<file path="src/rtl/word_adder_pkg.sv">
// Shared command encoding and limits for the word adder chain.
package word_adder_pkg;

   typedef enum logic [1:0] {
      FUNC_IDLE = 2'd0,
      FUNC_LOAD = 2'd1,
      FUNC_ACC  = 2'd2,
      FUNC_CLR  = 2'd3
   } func_e;

   localparam int STAGES_MAX = 8;

endpackage

</file>
<file path="src/rtl/word_adder_stage.sv">
// One accumulator stage: adds its upstream value on enable, wraps or clamps on carry out.
module word_adder_stage #(
   parameter int WIDTH    = 9,
   parameter bit SATURATE = 1'b0
) (
   input  logic             clk,
   input  logic             rst,
   input  logic             clr,
   input  logic             enable,
   input  logic [WIDTH-1:0] addend,
   output logic [WIDTH-1:0] acc,
   output logic             carry
);

   logic [WIDTH:0] sum;

   assign sum = {1'b0, acc} + {1'b0, addend};

   // Combinational pulse so the sticky flag updates on the same edge as the accumulator.
   assign carry = enable & sum[WIDTH];

   always_ff @(posedge clk) begin
      if (rst || clr) begin
         acc <= '0;
      end else if (enable) begin
         if (SATURATE && sum[WIDTH]) acc <= '1;
         else                        acc <= sum[WIDTH-1:0];
      end
   end

endmodule

</file>
<file path="src/rtl/word_adder_chain.sv">
// Word register feeding a chain of accumulator stages, with fill tracking and sticky overflow.
module word_adder_chain
   import word_adder_pkg::*;
#(
   parameter int WIDTH    = 9,
   parameter int STAGES   = 2,
   parameter bit SATURATE = 1'b0
) (
   input  logic             clk,
   input  logic             rst,
   input  logic [1:0]       func,
   input  logic [WIDTH-1:0] inWord,
   output logic [WIDTH-1:0] result,
   output logic             result_valid,
   output logic             overflow
);

   localparam int CNT_W = $clog2(STAGES + 1);

   func_e            cmd;
   logic             load_cmd;
   logic             acc_cmd;
   logic             clr_cmd;
   logic [WIDTH-1:0] word;
   logic [CNT_W-1:0] fill_cnt;
   logic             ovf;
   logic [WIDTH-1:0] acc [STAGES];
   logic [STAGES-1:0] carry;

   assign cmd      = func_e'(func);
   assign load_cmd = (cmd == FUNC_LOAD);
   assign acc_cmd  = (cmd == FUNC_ACC);
   assign clr_cmd  = (cmd == FUNC_CLR);

   for (genvar g = 0; g < STAGES; g++) begin : g_stage
      logic [WIDTH-1:0] addend;

      if (g == 0) begin : g_first
         assign addend = word;
      end else begin : g_chain
         assign addend = acc[g-1];
      end

      word_adder_stage #(
         .WIDTH    (WIDTH),
         .SATURATE (SATURATE)
      ) u_stage (
         .clk    (clk),
         .rst    (rst),
         .clr    (clr_cmd),
         .enable (acc_cmd),
         .addend (addend),
         .acc    (acc[g]),
         .carry  (carry[g])
      );
   end

   always_ff @(posedge clk) begin
      if (rst) begin
         word <= '0;
      end else if (load_cmd) begin
         word <= inWord;
      end
   end

   // A load restarts the fill count but leaves partially filled accumulators alone.
   always_ff @(posedge clk) begin
      if (rst || clr_cmd || load_cmd) begin
         fill_cnt <= '0;
      end else if (acc_cmd && (fill_cnt != CNT_W'(STAGES))) begin
         fill_cnt <= fill_cnt + CNT_W'(1);
      end
   end

   always_ff @(posedge clk) begin
      if (rst || clr_cmd) begin
         ovf <= 1'b0;
      end else if (|carry) begin
         ovf <= 1'b1;
      end
   end

   assign result       = acc[STAGES-1];
   assign result_valid = (fill_cnt == CNT_W'(STAGES));
   assign overflow     = ovf;

endmodule

</file>
<file path="config.mk">
export PLATFORM = sky130hd
export DESIGN_NAME = word_adder_chain
export DESIGN_NICKNAME = d
export VERILOG_FILES = /design/src/rtl/word_adder_pkg.sv /design/src/rtl/word_adder_stage.sv /design/src/rtl/word_adder_chain.sv
export SDC_FILE = /design/constraint.sdc
export NUM_CORES = 1
export LEC_CHECK = 0
export ABC_CLOCK_PERIOD_IN_PS = 3200
export BUFFER_PORTS_ARGS = -buffer_cell sky130_fd_sc_hd__buf_4
export CAP_MARGIN = 20
export CORE_MARGIN = 4
export CORE_UTILIZATION = 46
export DETAILED_ROUTE_END_ITERATION = 16
export GPL_TIMING_DRIVEN = 0
export PLACE_DENSITY = 0.67
export SLEW_MARGIN = 0
export SYNTH_ARGS = -nofsm -noshare
export SYNTH_HDL_FRONTEND = slang
export SYNTH_SLANG_ARGS = --single-unit
</file>
<file path="constraint.sdc">
create_clock -name clk -period 3.2 [get_ports clk]
set_input_delay 0.64 -clock clk [delete_from_list [all_inputs] [get_ports clk]]
set_output_delay 0.64 -clock clk [all_outputs]
set_load 0.02 [all_outputs]
</file>
==> results.sh <==
export IMPL_max_vdd_ir_drop_v=0.000217
export IMPL_place_congestion=0.826
export IMPL_netlist_area_pre_place_um2=1760
export IMPL_grt_start_max_net_pins=11
export IMPL_ys_ff_latch=30
export IMPL_p_sw_frac=0.241
export IMPL_worst_setup_hold_path_clk_slew_ns=0.06
export IMPL_die_height_um=69.8
export IMPL_finish_net_count=274
export IMPL_number_of_global_route_vias_before_repair=1471
export IMPL_min_path_cells=2
export IMPL_design_power_total_mw=0.777
export IMPL_antenna_violations_before_repair=0
export IMPL_ys_dominant_reg_cell="dfxtp_1"
export IMPL_setup_viol=0
export IMPL_ant_nets=0
export IMPL_clock_insertion_delay_worst_skew_ns=0.28
export IMPL_rsz0062_at_grt="false"
export IMPL_yosysWarningCount=0
export IMPL_layout_commonest_cell="nand2_1"
export IMPL_dpl_cell_area_um2=1990
export IMPL_routed_wire_length_per_instance_um=12.6
export IMPL_total_power_divided_by_cell_area_nw_per_um2=373
export IMPL_port_buffers=23
export IMPL_fp_dieArea_um2=4870
export IMPL_regToRegEndpoint="g_stage[0].u_stage.acc[8]"
export IMPL_yosysUniqueCellTypes=32
export IMPL_final_max_slew_violation_count=0
export IMPL_postCtsSetupRepairBufs=0
export IMPL_cts_hold_buffers_added=0
export IMPL_cts_buffer_depth=2
export IMPL_syn_num_nets=244
export IMPL_seq_power_share=0.501
export IMPL_vias=1491
export IMPL_synth_cells=210
export IMPL_grt_first_pass_wirelength_mm=6.51
export IMPL_detail_route_iter0_violations=81
export IMPL_final_hold_viol_count=0
export IMPL_status="finished clean"
export IMPL_worstSetupEndpointType="flop"
export IMPL_dp_hpwl_mm=2.71
export IMPL_layout_drive_gt1_share=0.137
export IMPL_detailedRoute_firstPassIterationCount=4
export IMPL_yosysSeqAreaShare=0.342
export IMPL_layout_common_cells="nand2_1, dfxtp_1, a21oi_1"
export IMPL_cts_htree_levels=2
export IMPL_die_width_um=69.8
export IMPL_critical_path_class="reg -> reg"
export IMPL_critical_path_arrival_ns=2.33
export IMPL_worst_slew_pin_transition_ns=0.552
export IMPL_drt_wl_total_mm=3.64
export IMPL_cts_buffers_inserted=5
export IMPL_ys_async_sr_fraction=0
export IMPL_cts_root_buffer_cell="clkbuf_8"
export IMPL_slowest_stage="fa_1"
export IMPL_critical_path_reg2reg_startpoint="g_stage[0].u_stage.acc[0]"
export IMPL_capture_endpoint_of_the_worst_hold_path="g_stage[0].addend[0]"
export IMPL_power_share_combinational=0.097
export IMPL_crit_path_max_fanout=3
export IMPL_synthToLayoutAreaGrowth_pct=18.4
export IMPL_post_cts_resized_instances=0
export IMPL_leakage_nw=0.876
export IMPL_synthesis_area_per_instance_um2=8.37
export IMPL_hold_startpoint="g_stage[0].addend[0]"
export IMPL_track_usage=0.167
export IMPL_r2r_slack_ns=1.03
export IMPL_synthTopCellsByArea="dfxtp_1, ha_1, nand2_1"
export IMPL_cts_sink_count=30
export IMPL_timing_final_crit_share=0.678
export IMPL_starting_utilization_of_the_core_area=0.476
export IMPL_design_portCount=24
export IMPL_critical_path_required_ns=3.36
export IMPL_fin_area_um2=2080
export IMPL_drv_max_cap_violation_count=0
export IMPL_p_sw_mw=0.187
export IMPL_timing_setup_tns_ns=0
export IMPL_timing_reg2reg_worst_path_depth=7
export IMPL_cp_cell_sequence="ha_1 > fa_1 > a211oi_1 > o21bai_1 > a221oi_1 > xor2_1 > o21ai_0"
export IMPL_fmax_ghz=0.461
export IMPL_std_cell_rows=22
export IMPL_clock_skew_final_ns=0.00456
export IMPL_fillCellCount=375
export IMPL_worst_slew_margin_rel=0.631
export IMPL_design_core_area_um2=3690
export IMPL_post_drt_via_cell_ratio=5.16
export IMPL_power_report_internal_total_mw=0.590
export IMPL_critPathLaunchType="flop"
export IMPL_number_of_drc_violations_after_detailed_routing=0
export IMPL_cts_tree="built"
export IMPL_timing_hold_worst_class="reg -> reg"
export IMPL_number_of_antenna_repair_diodes=0
export IMPL_crit_path_max_incr_delay_ns=0.43
export IMPL_clock_network_fraction_of_total_power=0.402
export IMPL_yosys_area_top_type_share=0.342
export IMPL_layout_min_cycle_time_ns=2.17
export IMPL_post_synth_top_area_cell="dfxtp_1"
export IMPL_grt_overflow_total=0
export IMPL_synth_edf_count=0
export IMPL_worst_hold_slack_ns=0.460
through the flow:
stage,setup WS (ns),instances,utilization
after floorplan,1.23,210,-
after global placement,1.05,281,0.539
after detailed placement,1.04,281,0.539
after CTS,1.04,289,0.564
after global routing,0.851,289,0.564
final,1.03,289,0.564
worst max-delay path by stage:
stage	slack, ns	to	start	cells past startpoint
6_report	1.03	g_stage[0].u_stage.acc[8]	g_stage[0].u_stage.acc[0]	7
3_5_place_dp	1.04	g_stage[0].u_stage.acc[8]	g_stage[0].u_stage.acc[0]	7
3_3_place_gp	1.05	g_stage[0].u_stage.acc[8]	g_stage[0].u_stage.acc[0]	7
2_1_floorplan	1.23	g_stage[1].u_stage.acc[8]	g_stage[1].u_stage.acc[0]	7
5_1_grt	0.85	g_stage[0].u_stage.acc[8]	g_stage[0].u_stage.acc[0]	7
4_1_cts	1.04	g_stage[0].u_stage.acc[8]	g_stage[0].u_stage.acc[0]	7
final cells by class:
cell class              instances  area (um2)  area share
plain buffers                   7        27.5      0.0132
clock buffers                   7        86.3      0.0415
clock inverters                 1        5.00     0.00241
inverters                       5        18.8     0.00902
multi-input cells             168        1110       0.533
flip-flops and latches         30         601       0.289
well taps                      48        60.1      0.0289
repair buffers                 23         173      0.0830
Yosys cell counts, types with 4 or more instances:
library cell	count
xnor2_1	4
o21bai_1	4
nand2_1	34
o21ai_0	15
nand2b_1	9
dfxtp_1	30
ha_1	19
xor2_1	7
nand3b_1	4
a21oi_1	25
nor2b_1	4
inv_1	5
a211oi_1	5
nor2_1	15
clkbuf_1	6
worst max-delay path, delay by kind of cell, from the launching register on:
kind / cells / cell delay [ns]
xor gates and xnor gates: 1 / 0.17
adders and majority gates: 2 / 0.66
DFF: 1 / 0.34
AOI/OAI and AO/OA: 4 / 0.90
kinds of logic after synthesis:
| kind of cell | count (synthesis) | share of synthesized area |
|---|---|---|
| fa+ha+maj | 21 | 0.158 |
| xor+xnor | 11 | 0.0548 |
| simple gates | 71 | 0.188 |
| flops | 30 | 0.342 |
| mux | 2 | 0.0114 |
| buf+inv | 12 | 0.0264 |
| compound gates | 63 | 0.219 |
metal layers:
metal	global-route usage	vias to the layer above	wire, um
met5	0	-	0
met4	0.0894	0	96
met3	0.0391	8	142
met2	0.268	24	1640
met1	0.206	651	1760
li1	-	808	-
flip-flops by register name (all words and copies together), names as in the netlist:
| name | cells |
|---|---|
| g_stage.u_stage.acc | 18 |
| g_stage.addend | 9 |
| fill_cnt | 2 |
| overflow | 1 |
power groups by stage:
stage,registers [mW],logic (mW),clock network [mW]
global route,0.390,0.0876,0.341
finish,0.389,0.0755,0.312
floorplan,0.397,0.0483,0
detailed placement,0.398,0.0756,0
CTS,0.389,0.0764,0.325
global placement,0.397,0.0750,0
No activity file was read; power rests on OpenSTA's default activity.
